$ cat src/rtl/memory_interface_if.sv
// CPU-side request/response signals and RAM-side port of the memory interface.
// slave: the memory_interface block; master: its environment (control unit and RAM).
interface memory_interface_if #(
   parameter int unsigned ADDR_W = 9,
   parameter int unsigned DATA_W = 32
);
   logic              mem_read;
   logic              mem_write;
   logic [31:0]       mar_q;
   logic [DATA_W-1:0] mdr_q;
   logic [DATA_W-1:0] mem_data_out;
   logic              mem_done;
   logic              mem_busy;
   logic              mem_err;
   logic [ADDR_W-1:0] ram_addr;
   logic [DATA_W-1:0] ram_wdata;
   logic              ram_re;
   logic              ram_we;
   logic [DATA_W-1:0] ram_rdata;

   modport slave (
      input  mem_read, mem_write, mar_q, mdr_q, ram_rdata,
      output mem_data_out, mem_done, mem_busy, mem_err,
             ram_addr, ram_wdata, ram_re, ram_we
   );

   modport master (
      output mem_read, mem_write, mar_q, mdr_q, ram_rdata,
      input  mem_data_out, mem_done, mem_busy, mem_err,
             ram_addr, ram_wdata, ram_re, ram_we
   );
endinterface

$ cat src/rtl/memory_interface.sv
// Multi-cycle bridge from CPU mem_read/mem_write strobes to a synchronous single-port RAM.
// Optional MEM_ADDR_CHECK_EN: flag addresses beyond the RAM depth instead of wrapping.
module memory_interface #(
   parameter int unsigned ADDR_W      = 9,
   parameter int unsigned DATA_W      = 32,
   parameter int unsigned WAIT_CYCLES = 2
) (
   input logic               clock,
   input logic               reset,
   memory_interface_if.slave bus
);
   localparam int unsigned CNT_W = 4;

   localparam logic [2:0] ST_IDLE       = 3'd0;
   localparam logic [2:0] ST_WAIT       = 3'd1;
   localparam logic [2:0] ST_RD_ISSUE   = 3'd2;
   localparam logic [2:0] ST_RD_CAPTURE = 3'd3;
   localparam logic [2:0] ST_WR_ISSUE   = 3'd4;
   localparam logic [2:0] ST_DONE       = 3'd5;

   logic [2:0]        state_q, state_d;
   logic [CNT_W-1:0]  cnt_q, cnt_d;
   logic              op_wr_q, op_wr_d;
   logic [DATA_W-1:0] data_q, data_d;
   logic [ADDR_W-1:0] addr_q, addr_d;
   logic [DATA_W-1:0] wdata_q, wdata_d;
   logic              err_q, err_d;
   logic              done_q, done_d;
   logic              busy_q, busy_d;
   logic              re_q, re_d;
   logic              we_q, we_d;
   logic              addr_bad;

`ifdef MEM_ADDR_CHECK_EN
   assign addr_bad = (bus.mar_q >> ADDR_W) != 32'd0;
`else
   // Upper address bits are deliberately ignored; the address wraps.
   logic addr_unused;
   assign addr_bad    = 1'b0;
   assign addr_unused = ^(bus.mar_q >> ADDR_W);
`endif

   // State and registered outputs
   always_ff @(posedge clock or negedge reset) begin
      if (!reset) begin
         state_q <= ST_IDLE;
         cnt_q   <= '0;
         op_wr_q <= 1'b0;
         data_q  <= '0;
         addr_q  <= '0;
         wdata_q <= '0;
         err_q   <= 1'b0;
         done_q  <= 1'b0;
         busy_q  <= 1'b0;
         re_q    <= 1'b0;
         we_q    <= 1'b0;
      end else begin
         state_q <= state_d;
         cnt_q   <= cnt_d;
         op_wr_q <= op_wr_d;
         data_q  <= data_d;
         addr_q  <= addr_d;
         wdata_q <= wdata_d;
         err_q   <= err_d;
         done_q  <= done_d;
         busy_q  <= busy_d;
         re_q    <= re_d;
         we_q    <= we_d;
      end
   end

   // Next state; outputs are decoded from the next state so they register with it
   always_comb begin
      state_d = state_q;
      cnt_d   = cnt_q;
      op_wr_d = op_wr_q;
      data_d  = data_q;
      addr_d  = addr_q;
      wdata_d = wdata_q;
      err_d   = err_q;

      case (state_q)
         ST_IDLE: begin
            if (bus.mem_read && bus.mem_write) begin
               err_d   = 1'b1;
               state_d = ST_DONE;
            end else if (bus.mem_read || bus.mem_write) begin
               if (addr_bad) begin
                  err_d   = 1'b1;
                  state_d = ST_DONE;
               end else begin
                  addr_d  = bus.mar_q[ADDR_W-1:0];
                  wdata_d = bus.mdr_q;
                  op_wr_d = bus.mem_write;
                  cnt_d   = CNT_W'(WAIT_CYCLES);
                  err_d   = 1'b0;
                  state_d = ST_WAIT;
               end
            end
         end
         ST_WAIT: begin
            if (cnt_q != '0) cnt_d = cnt_q - CNT_W'(1);
            else             state_d = op_wr_q ? ST_WR_ISSUE : ST_RD_ISSUE;
         end
         ST_RD_ISSUE:   state_d = ST_RD_CAPTURE;
         ST_RD_CAPTURE: begin
            data_d  = bus.ram_rdata;
            state_d = ST_DONE;
         end
         ST_WR_ISSUE:   state_d = ST_DONE;
         ST_DONE: begin
            if (!bus.mem_read && !bus.mem_write) state_d = ST_IDLE;
         end
         default:       state_d = ST_IDLE;
      endcase

      re_d   = (state_d == ST_RD_ISSUE);
      we_d   = (state_d == ST_WR_ISSUE);
      done_d = (state_d == ST_DONE);
      busy_d = (state_d == ST_WAIT) || (state_d == ST_RD_ISSUE) ||
               (state_d == ST_RD_CAPTURE) || (state_d == ST_WR_ISSUE);
   end

   assign bus.mem_data_out = data_q;
   assign bus.mem_done     = done_q;
   assign bus.mem_busy     = busy_q;
   assign bus.mem_err      = err_q;
   assign bus.ram_addr     = addr_q;
   assign bus.ram_wdata    = wdata_q;
   assign bus.ram_re       = re_q;
   assign bus.ram_we       = we_q;
endmodule

$ cat src/flat_wrapper.sv
// flat-port wrapper written by rule: the top's interface ports become plain ports
module memory_interface_flat 
#(
   parameter int unsigned ADDR_W      = 9,
   parameter int unsigned DATA_W      = 32,
   parameter int unsigned WAIT_CYCLES = 2
)
  (clock, reset, bus_mem_read, bus_mem_write, bus_mar_q, bus_mdr_q, bus_ram_rdata, bus_mem_data_out, bus_mem_done, bus_mem_busy, bus_mem_err, bus_ram_addr, bus_ram_wdata, bus_ram_re, bus_ram_we);
  memory_interface_if #(.ADDR_W(ADDR_W), .DATA_W(DATA_W)) bus_i ();
  input logic clock;
  input logic reset;
  input wire logic [$bits(bus_i.mem_read)-1:0] bus_mem_read;
  input wire logic [$bits(bus_i.mem_write)-1:0] bus_mem_write;
  input wire logic [$bits(bus_i.mar_q)-1:0] bus_mar_q;
  input wire logic [$bits(bus_i.mdr_q)-1:0] bus_mdr_q;
  input wire logic [$bits(bus_i.ram_rdata)-1:0] bus_ram_rdata;
  output wire logic [$bits(bus_i.mem_data_out)-1:0] bus_mem_data_out;
  output wire logic [$bits(bus_i.mem_done)-1:0] bus_mem_done;
  output wire logic [$bits(bus_i.mem_busy)-1:0] bus_mem_busy;
  output wire logic [$bits(bus_i.mem_err)-1:0] bus_mem_err;
  output wire logic [$bits(bus_i.ram_addr)-1:0] bus_ram_addr;
  output wire logic [$bits(bus_i.ram_wdata)-1:0] bus_ram_wdata;
  output wire logic [$bits(bus_i.ram_re)-1:0] bus_ram_re;
  output wire logic [$bits(bus_i.ram_we)-1:0] bus_ram_we;
  assign bus_i.mem_read = bus_mem_read;
  assign bus_i.mem_write = bus_mem_write;
  assign bus_i.mar_q = bus_mar_q;
  assign bus_i.mdr_q = bus_mdr_q;
  assign bus_i.ram_rdata = bus_ram_rdata;
  assign bus_mem_data_out = bus_i.mem_data_out;
  assign bus_mem_done = bus_i.mem_done;
  assign bus_mem_busy = bus_i.mem_busy;
  assign bus_mem_err = bus_i.mem_err;
  assign bus_ram_addr = bus_i.ram_addr;
  assign bus_ram_wdata = bus_i.ram_wdata;
  assign bus_ram_re = bus_i.ram_re;
  assign bus_ram_we = bus_i.ram_we;
  memory_interface #(.ADDR_W(ADDR_W), .DATA_W(DATA_W), .WAIT_CYCLES(WAIT_CYCLES)) u_core (.clock(clock), .reset(reset), .bus(bus_i));
endmodule
$ cat config.mk
export PLATFORM = sky130hd
export DESIGN_NAME = memory_interface_flat
export DESIGN_NICKNAME = d
export VERILOG_FILES = /design/src/rtl/memory_interface_if.sv /design/src/rtl/memory_interface.sv /design/src/flat_wrapper.sv
export SDC_FILE = /design/constraint.sdc
export NUM_CORES = 1
export LEC_CHECK = 0
export ABC_AREA = 1
export CAP_MARGIN = 20
export CORE_MARGIN = 4
export CORE_UTILIZATION = 45
export CTS_BUF_LIST = sky130_fd_sc_hd__clkbuf_8
export DETAILED_ROUTE_END_ITERATION = 8
export PLACE_DENSITY = 0.88
export SYNTH_ARGS = -nofsm -noshare
export SYNTH_HDL_FRONTEND = slang
export SYNTH_SLANG_ARGS = --single-unit
$ cat constraint.sdc
create_clock -name clock -period 4.4 [get_ports clock]
set_clock_uncertainty 0.15 [all_clocks]
set_input_delay 1.1 -clock clock [delete_from_list [all_inputs] [get_ports clock]]
set_output_delay 1.1 -clock clock [all_outputs]
set_load 0.02 [all_outputs]
### After elaboration in Yosys (flattened, before gate mapping)

Index checks and enable logic that the tools add are counted.

* add/sub/neg operators: 1
* equal/unequal tests: 13
* multiplexer cells: 12
* bitwise logic cells: 1
* reductions and logical operators: 16

Operators with widths (number)
* 3-bit 2-to-1 mux: 5
* 3-bit case mux with 5 select lines: 1
* 3-bit by 2-bit equality test with 1-bit output, second input constant: 4
* 3-bit equality test, second input constant: 4
* 4-bit 2-to-1 mux: 3
* 4-bit case mux with 2 select lines: 1
* 3-bit by 1-bit equality test with 1-bit output, second input constant: 2
* 1-bit logical OR: 4
* 2-bit by 1-bit inequality test with 1-bit output, second input constant: 2
* 4-bit AND reduction: 1
* 2-bit nonzero test: 2
* 4-bit nonzero test: 1
* 4-bit by 1-bit subtractor with 4-bit output, second input constant: 1
* 3-bit logical NOT: 1
* 3-bit AND reduction: 1
* 1-bit logical AND: 2
* 1-bit logical NOT: 2
* 1-bit 2-to-1 mux: 2
* 2-bit inequality test, second input constant: 1
* 2-bit AND reduction: 1
* 2-bit OR reduction: 1
* 1-bit inverter: 1

* register bits: 86
* input port bits: 100
* output and inout bits: 78
* word-level logic and storage cells: 54

### Logic depth before layout (Yosys ltp)

Gate-level depths: netlist (run 1).

* depth in word-level cells: 8
* depth in mapped cells: 9
* mapped depth without buffers: 9

### Least setup slack after synthesis (run 1)

No wires, ideal clock.

* path kind: input to register
* start point: input port bus_mem_read
* end point: register u_core.busy_q, in the netlist u_core.bus.mem_busy
* setup time: 0.136 ns
* arrival time: 1.718 ns
* data required time: 4.114 ns
* slack: 2.397 ns
* cell stages on the path: 4
* path buffers: 0
* path through: nand2_1 > nand3b_1 > nand3_1 > nand4_1

* longest elaborated chain between the ends: 8
* elaborated cells between the ends (all ways): 15
* classes of those cells: 4 x eq/ne; 4 x mux; 7 x reduce/logical

Ends and longest elaborated chain
* from (decl): RTL line flat_wrapper.sv:12 `input wire logic [$bits(bus_i.mem_read)-1:0] bus_mem_read;`
* 1-bit logical OR / 1-bit logical NOT (equally long branches): RTL line memory_interface.sv:87, memory_interface.sv:112
* 3-bit 2-to-1 mux / 1-bit logical AND (equally long branches): RTL line memory_interface.sv:87, memory_interface.sv:112
* 3-bit 2-to-1 mux (on tied branches): RTL line memory_interface.sv:84, memory_interface.sv:112
* 3-bit case mux with 5 select lines (*): RTL line memory_interface.sv:82 `case (state_q)`
* 3-bit by 1-bit equality test with 1-bit output / 3-bit by 2-bit equality test with 1-bit output (equally long branches): RTL line memory_interface.sv:120 `busy_d = (state_d == ST_WAIT) || (state_d == ST_RD_ISSUE) ||`
* 1-bit logical OR (2 in a row): RTL line memory_interface.sv:120
* 1-bit logical OR (*): RTL line memory_interface.sv:121 `(state_d == ST_RD_CAPTURE) || (state_d == ST_WR_ISSUE);`
* net u_core.busy_d: RTL line memory_interface.sv:29 `logic busy_q, busy_d;`
* to (signal assigned): RTL line memory_interface.sv:66 `busy_q <= busy_d;`
* to (decl): RTL line memory_interface.sv:29

The timed path passes the listed nets; every way through them passes the cells marked *.
A chain may end at the register's enable or synchronous reset.

### Final worst setup path (run 1)

Same ends and word-level chain as after synthesis.

==> impl_metrics.yaml, run 1 <==
setup_path:
  ff2ff_path_depth: 6
  crit_type: "primary input to flip-flop"
  cp.required_ns: 4.46
  r2r_slack_ns: 2.28
  r2r-start: "u_core.state_q[1]"
  worst-path-max-fanout: 24
  regToRegEndpoint: "u_core.bus.ram_wdata[6]"
  arrival_ns: 2.92
  cp-start-kind: "primary input"
  crit_path_end_kind: "flip-flop"
  crit_start: "bus_mem_read"
  endpoint: "u_core.bus.mem_busy"
detailed_routing:
  drtPass1Iterations: 4
  drc: 0
  wl_per_cell_um: 16.07
  viasPerCell: 4.889
  drtIter0Drc: 109
  via_count: 2894
  wl_um: 9515
  ant_nets: 0
synthesis:
  synthCells: 332
  yosysUniqueCellTypes: 20
  ys_warn_count: 0
  avgSynthCellArea_sq_um: 10.93
  synth_fp_nets: 434
  ys_seq_elements: 86
  netlist_area_sq_um: 3628
  yosysSeqAreaShare_pct: 59.31
sta:
  hold_violations: 0
  fmax_mhz: 349.7
  layout_min_cycle_time_ns: 2.860
  rsz0062_at_grt: "false"
  slew_violations: 0
  setup_viol: 0
  period_share_pct: 65.00
  max_slew.worst_pin.slew_ns: 0.8376
  relSlewSlack_pct: 44.02
  tns_ns: 0
pwr:
  leakagePower_nw: 2.640
  vdd_drop_max_mv: 0.3567
  p_per_area_nw_per_um2: 718.3
die:
  die_h_um: 97.80
  die-area_sq_um: 9564
  io_pins: 178
  core_area_sq_um: 7767
  die_x_um: 97.80
  fp-row-count: 32
  initial_core_util_pct: 46.71
placement:
  place_inst: 575
  gp_congestion: 0.7882
  dp_hpwl_um: 7090
  port_buffers: 154
global_routing:
  antenna_found_initial: 0
  grt_overflow: 0
  grt_usage_pct: 20.62
  grt_pass1_wl_um: 15710
  grt_pass1_vias: 3001
  grt_max_degree: 87
clock_tree:
  post_cts.repair.setup_buffers: 0
  clock_sinks: 86
  cts_tree: "done"
  cts_hold_buf: 0
  ctsResizeCount: 0
  root_buffer: "clkbuf_8"
  cts_buffers: 9
  htreeDepth: 3
  clk_pin_slew_ns: 0.08
  insertion_delay_ns: 0.34
  clockBufferDepth: 2
layout:
  drive_above_1_share_pct: 11.63
  instances_no_fill: 592
  finalNetCount: 587
  final_common_cell: "clkdlybuf4s50_1"
  diodes: 0
  syn2layout_area_growth_pct: 48.66
  layout_common_cells: "153 x clkdlybuf4s50_1, 112 x nand2_1, 86 x dfrtp_1"
min_path:
  hp-class: "flip-flop to flip-flop"
status:
  outcome: "complete, no violations"
run:
  cap_violations: 0
-- critical path: stages --
cell             delay [ns]
clkdlybuf4s50_1        0.50
nand2_1                0.50
nand3b_1               0.45
nand3_1                0.25
nand4_1                0.12
-- Yosys cell counts --
master    instances  area [sq um]
o21ai_0           2         10.01
inv_2             1         3.750
nand2_1         112         420.4
nor2_4            2         22.52
nand3_4           1         17.52
mux2_2            2         22.52
mux2_4           30         450.4
nor2_1           11         41.29
clkbuf_1          4         15.01
nand2_4           1         11.26
xnor2_1           1         8.760
buf_6             7         78.83
nand3_1          49         245.2
dfrtp_1          86          2152
nand4_1           2         12.51
inv_1            13         48.80
buf_4             4         30.03
a21oi_1           1         5.000
nand3b_1          1         7.510
ha_1              2         25.02
-- worst min-delay path by stage --
stage,slack [ns],depth (start not counted),start,endpoint
detailed placement,0.31,2,u_core.bus.ram_wdata[5],u_core.bus.ram_wdata[5]
finish,0.32,2,u_core.bus.ram_wdata[7],u_core.bus.ram_wdata[7]
CTS,0.33,2,u_core.bus.ram_wdata[7],u_core.bus.ram_wdata[7]
global route,0.35,2,u_core.bus.ram_wdata[8],u_core.bus.ram_wdata[8]
floorplan,0.29,2,u_core.cnt_q[0],u_core.cnt_q[0]
global placement,0.30,2,u_core.bus.ram_wdata[20],u_core.bus.ram_wdata[20]
-- metrics by stage --
stage / power (mW) / cell area, sq um / setup slack (ns) / utilization, % / hold WS [ns]
4_1_cts: 3.916 / 5366 / 1.542 / 69.09 / 0.3295
6_report: 3.875 / 5394 / 1.540 / 69.44 / 0.3225
3_3_place_gp: 3.319 / 5186 / 1.216 / 66.77 / 0.3032
2_1_floorplan: 2.465 / 3628 / 2.397 / - / 0.2919
5_1_grt: 4.129 / 5394 / 1.408 / 69.44 / 0.3535
3_5_place_dp: 3.396 / 5186 / 1.177 / 66.77 / 0.3080
-- routing by layer --
metal	global-route usage [%]	up-vias	wire length, um
met5	0	-	0
met4	6.709	0	174
met3	6.429	18	765
met2	33.74	136	4551
met1	26.23	1364	4023
li1	-	1376	-
-- flip-flops by register name (all words and copies together), names as in the netlist --
signal / cells
u_core.bus.mem_data_out: 32
u_core.op_wr_q: 1
u_core.state_q: 3
u_core.bus.mem_done: 1
u_core.cnt_q: 4
u_core.bus.mem_busy: 1
u_core.bus.ram_addr: 9
u_core.bus.ram_re: 1
u_core.bus.ram_we: 1
u_core.bus.mem_err: 1
u_core.bus.ram_wdata: 32
-- area by class of cell --
type | count | area (sq um)
fill | 568 | 2374
inverter | 14 | 52.55
clock inverter | 6 | 42.54
multi-input combinational | 217 | 1300
clock buffer | 10 | 137.6
sequential | 86 | 2152
timing repair buffer | 157 | 1582
tap | 102 | 127.6
-- cells by family (layout without fill, tap and decap cells) --
kind of cell,count (synthesis),count (layout),synth area share (%)
and+or+nand+nor,179,179,21.45
DFF,86,86,59.31
muxes,32,32,13.03
buffers and inverters,29,187,4.862
AOI/OAI and AO/OA,3,3,0.4137
adders and majority gates,2,2,0.6895
xor gates and xnor gates,1,1,0.2414
-- where the power goes --
| group | switching (mW) | internal [mW] |
|---|---|---|
| logic | 1.01 | 0.988 |
| clock network | 0.282 | 0.222 |
| registers | 0.214 | 1.16 |
No activity file was read; power rests on OpenSTA's default activity.
==> run 2, diff against run 1 <==
--- a/config.mk
+++ b/config.mk
@@ -8,10 +8,10 @@
 export ABC_AREA = 1
 export CAP_MARGIN = 20
 export CORE_MARGIN = 4
-export CORE_UTILIZATION = 45
+export CORE_UTILIZATION = 42
 export CTS_BUF_LIST = sky130_fd_sc_hd__clkbuf_8
 export DETAILED_ROUTE_END_ITERATION = 8
-export PLACE_DENSITY = 0.88
+export PLACE_DENSITY = 0.83
 export SYNTH_ARGS = -nofsm -noshare
 export SYNTH_HDL_FRONTEND = slang
 export SYNTH_SLANG_ARGS = --single-unit
==> constraint.sdc (replaced) <==
create_clock -name clock -period 3 [get_ports clock]
set_clock_uncertainty 0.15 [all_clocks]
set_input_delay 0.75 -clock clock [delete_from_list [all_inputs] [get_ports clock]]
set_output_delay 0.75 -clock clock [all_outputs]
set_load 0.02 [all_outputs]
==> run 2 against run 1 <==
  * Core utilization is 4.0 points lower
  * Largest power group unchanged
  * Routed wire length rose by 1.7%
  * Total power grew 49%
  * Final cell count grew 0.84%
  * Global-route usage fell by 1.4 points
  * Largest cell class unchanged
  * Non-clock buffer count up 2
  * Critical endpoint is now bus_mem_data_out[15]
  * Critical path depth decreased by 4
  * Sequential power grew 48%
  * Clock power grew 65%
  * Die area increased by 6.5%
  * Setup slack got worse by 0.79 ns
==> impl_metrics.yaml, run 2 (synthesized netlist as in run 1, its figures left out) <==
die:
  die_x_um: 100.9
  core_area_sq_um: 8299
  die-area_sq_um: 10190
  die_h_um: 100.9
  fp-row-count: 33
  io_pins: 178
  initial_core_util_pct: 43.72
layout:
  syn2layout_area_growth_pct: 49.76
  drive_above_1_share_pct: 11.79
  layout_common_cells: "153 x clkdlybuf4s50_1, 112 x nand2_1, 86 x dfrtp_1"
  finalNetCount: 589
  final_common_cell: "clkdlybuf4s50_1"
  instances_no_fill: 597
  diodes: 0
run:
  cap_violations: 0
sta:
  slew_violations: 0
  layout_min_cycle_time_ns: 2.249
  setup_viol: 0
  rsz0062_at_grt: "false"
  hold_violations: 0
  holdWs_ns: 0.2455
  fmax_mhz: 444.6
  period_share_pct: 74.97
  max_slew.worst_pin.slew_ns: 0.6596
  relSlewSlack_pct: 56.03
  tns_ns: 0
setup_path:
  worstPathCellList: "clkdlybuf4s50_1"
  worst-path-max-fanout: 2
  cp_slowest_cell: "clkdlybuf4s50_1"
  cpLargestDelayFamily: "buffers and inverters"
  max_stage_delay_ns: 0.64
  crit_path_end_kind: "output port"
  cp.required_ns: 2.10
  arrival_ns: 1.35
  ff2ff_path_depth: 6
  cp.depth: 1
  path_buf_inv: 1
  crit_type: "flip-flop to output port"
  cp-start-kind: "flip-flop"
global_routing:
  antenna_found_initial: 0
  grt_usage_pct: 19.21
  grt_pass1_wl_um: 15400
  grt_overflow: 0
  grt_pass1_vias: 3053
  grt_max_degree: 45
detailed_routing:
  via_count: 2908
  drtPass1Iterations: 6
  drtIter0Drc: 94
  drc: 0
  wl_um: 9678
  ant_nets: 0
  wl_per_cell_um: 16.21
  viasPerCell: 4.871
clock_tree:
  clk_pin_slew_ns: 0.08
  cts_tree: "done"
  cts_buffers: 9
  root_buffer: "clkbuf_8"
  cts_hold_buf: 0
  insertion_delay_ns: 0.34
  clock_sinks: 86
  clockBufferDepth: 2
  ctsResizeCount: 0
  htreeDepth: 3
  post_cts.repair.setup_buffers: 0
pwr:
  leakagePower_nw: 2.661
  vdd_drop_max_mv: 0.4640
  p_switching_mw: 2.199
  power_frac_comb_pct: 50.6
  seqPwrFrac_pct: 35.0
  cellInternalPower_mw: 3.587
  clkPwrFrac_pct: 14.4
  p_per_area_nw_per_um2: 1065
  swShare_pct: 38.00
status:
  outcome: "complete, no violations"
placement:
  dp_hpwl_um: 7171
  port_buffers: 154
  place_inst: 581
  gp_congestion: 0.8315
min_path:
  hp-class: "primary input to async pin"
==> run 2: cell count changes in the layout (fill, tap and decap cells not counted), sizes merged <==
cell / before / now
clkinv: 2 / 0
buf: 4 / 6
clkbuf: 10 / 11
bufinv: 0 / 1
==> run 2: final cells by class <==
cell class,count,area [sq um]
Inverter,14,52.55
Fill cell,658,2865
Sequential cell,86,2152
Timing Repair Buffer,159,1589
Clock buffer,11,151.4
Tap cell,105,131.4
Clock inverter,5,57.56
Multi-Input combinational cell,217,1300
==> run 2: per-layer routing <==
layer  GRT usage, %  wire length [um]  part of all wire, %
met1          22.94              3740                   39
met2          33.87              4950                   51
met3          4.637               805                  8.3
met4          6.442               182                  1.9
met5              0                 0                    0
==> run 2: power by group through the flow <==
stage	Clock (mW)	Sequential, mW	Combinational [mW]
2_1_floorplan	0	2.62	0.992
3_3_place_gp	0	2.00	2.88
3_5_place_dp	0	2.05	2.94
4_1_cts	0.852	2.03	2.96
5_1_grt	0.904	2.09	3.15
6_report	0.831	2.03	2.93
==> run 2: stage by stage <==
step	util, %	area (sq um)	setup slack (ns)	total power, mW
6_report	65.48	5434	0.7509	5.786
5_1_grt	65.48	5434	0.7050	6.149
4_1_cts	65.48	5434	0.7331	5.846
3_5_place_dp	62.96	5225	0.4797	4.990
3_3_place_gp	62.96	5225	0.5019	4.878
2_1_floorplan	-	3628	1.347	3.615
==> run 2: final timing paths <==
kind | startpoint | end | slack [ns]
setup reg to reg | u_core.state_q[1] | u_core.bus.ram_wdata[0] | 1.13
min in group clock | u_core.bus.ram_wdata[19] | u_core.bus.ram_wdata[19] | 0.33
hold reg to reg | u_core.bus.ram_wdata[19] | u_core.bus.ram_wdata[19] | 0.33
setup / recovery | u_core.bus.mem_data_out[15] | bus_mem_data_out[15] | 0.75
max in group asynchronous | reset | u_core.bus.mem_data_out[8] | 1.81
hold / removal | reset | u_core.bus.mem_data_out[19] | 0.25
==> run 3, diff against run 2 <==
==> constraint.sdc (replaced) <==
create_clock -name clock -period 2.3 [get_ports clock]
set_clock_uncertainty 0.15 [all_clocks]
set_input_delay 0.575 -clock clock [delete_from_list [all_inputs] [get_ports clock]]
set_output_delay 0.575 -clock clock [all_outputs]
set_load 0.02 [all_outputs]
==> run 3 against run 2 <==
  * Hold slack got worse by 0.22 ns
  * Die area did not move
  * Routed wire length fell by 5.1%
  * Critical path depth did not move
  * Combinational power rose by 30%
  * Non-clock buffer count rose by 7
  * Sequential share of layout area fell by 0.24 points
  * Critical endpoint is now bus_ram_wdata[11]
  * Largest cell class unchanged
==> impl_metrics.yaml, run 3 (synthesized netlist as in run 1, its figures left out) <==
status:
  outcome: "complete, no violations"
clock_tree:
  clockBufferDepth: 2
  cts_hold_buf: 0
  post_cts.repair.setup_buffers: 0
  insertion_delay_ns: 0.34
  htreeDepth: 3
  clock_sinks: 86
  root_buffer: "clkbuf_8"
  cts_tree: "done"
  clk_pin_slew_ns: 0.08
  cts_buffers: 9
  ctsResizeCount: 0
global_routing:
  grt_max_degree: 42
  grt_pass1_wl_um: 14980
  top_usage_layer: "met2"
  antenna_found_initial: 0
  grt_overflow: 0
  use_met3_pct: 5.329
  globalRouteMet1Util_pct: 22.48
  grt_pass1_vias: 3073
  grtUsageMet2_pct: 31.59
  grt_usage_pct: 18.55
pwr:
  leakagePower_nw: 2.685
  fin_total_pwr_mw: 7.435
  p_per_area_nw_per_um2: 1360
  vdd_drop_max_mv: 0.5893
layout:
  fin_util_pct: 65.87
  fin_area_sq_um: 5466
  final_common_cell: "clkdlybuf4s50_1"
  finalNetCount: 596
  layout_common_cells: "153 x clkdlybuf4s50_1, 112 x nand2_1, 86 x dfrtp_1"
  diodes: 0
  syn2layout_area_growth_pct: 50.66
  drive_above_1_share_pct: 12.88
setup_path:
  path_buf_inv: 1
  cp-start-kind: "flip-flop"
  arrival_ns: 1.34
  crit_path_end_kind: "output port"
  cp.required_ns: 1.57
  max_stage_delay_ns: 0.63
  crit_type: "flip-flop to output port"
  cpLargestDelayFamily: "buffers and inverters"
  worst-path-max-fanout: 2
  cp_slowest_cell: "clkdlybuf4s50_1"
  worstPathCellList: "clkdlybuf4s50_1"
detailed_routing:
  ant_nets: 0
  drtIter0Drc: 80
  wl_um: 9186
  drtPass1Iterations: 4
  wl_per_cell_um: 15.26
  drc: 0
  viasPerCell: 4.842
  via_count: 2915
die:
  fp-row-count: 33
  die_h_um: 100.9
  die-area_sq_um: 10190
  initial_core_util_pct: 43.72
  core_area_sq_um: 8299
  io_pins: 178
  die_x_um: 100.9
sta:
  setup_viol: 0
  period_share_pct: 89.72
  tns_ns: 0
  max_slew.worst_pin.slew_ns: 0.4612
  slew_violations: 0
  hold_violations: 0
  rsz0062_at_grt: "false"
  relSlewSlack_pct: 69.26
  fmax_mhz: 484.6
  layout_min_cycle_time_ns: 2.064
placement:
  gp_congestion: 0.8093
  dp_hpwl_um: 6982
  place_area_sq_um: 5290
  port_buffers: 154
min_path:
  hp-class: "primary input to async pin"
run:
  cap_violations: 0
## run 3: changes by cell type in the layout (fill, tap and decap cells not counted), sizes merged
cell / previous run / this run
inv: 16 / 14
clkbuf: 11 / 9
clkinvlp: 2 / 1
clkinv: 0 / 3
buf: 6 / 13
## run 3: per-layer routing
layer	vias to the layer above	routed length, um
met5	-	0
met4	0	197
met3	15	814
met2	117	4492
met1	1381	3681
li1	1402	-
## run 3: cell type report
class	instances	area [sq um]
Multi-Input combinational cell	217	1300
Sequential cell	86	2152
Clock buffer	9	123.9
Clock inverter	5	52.55
Inverter	14	52.55
Fill cell	612	2833
Tap cell	105	131.4
Timing Repair Buffer	166	1654
## run 3: final timing paths
path                                          start                          end  slack, ns  cells after the start
min in group clock         u_core.bus.ram_wdata[14]     u_core.bus.ram_wdata[14]       0.32                      2
max in group asynchronous                     reset     u_core.bus.ram_wdata[31]       1.38                      2
min reg2reg                u_core.bus.ram_wdata[14]     u_core.bus.ram_wdata[14]       0.32                      2
min                                           reset  u_core.bus.mem_data_out[13]       0.02                      1
max reg2reg                       u_core.state_q[2]  u_core.bus.mem_data_out[10]       0.48                      4
max                        u_core.bus.ram_wdata[11]            bus_ram_wdata[11]       0.24                      1
## run 3: power breakdown
part | switching [mW] | leakage, nW | internal (mW)
combinational | 1.89 | 1.54 | 1.93
clock | 0.498 | 0.0907 | 0.484
sequential | 0.411 | 1.05 | 2.22
## run 3: stage by stage
| stage | cells | hold slack [ns] | setup slack [ns] |
|---|---|---|---|
| after CTS | 602 | 0.02156 | 0.2075 |
| after detailed placement | 588 | 0.3079 | 0.2260 |
| after floorplan | 332 | 0.1294 | 0.8216 |
| after global routing | 602 | 0.04500 | 0.1746 |
| after global placement | 588 | 0.3040 | 0.2394 |
| final | 602 | 0.02058 | 0.2364 |
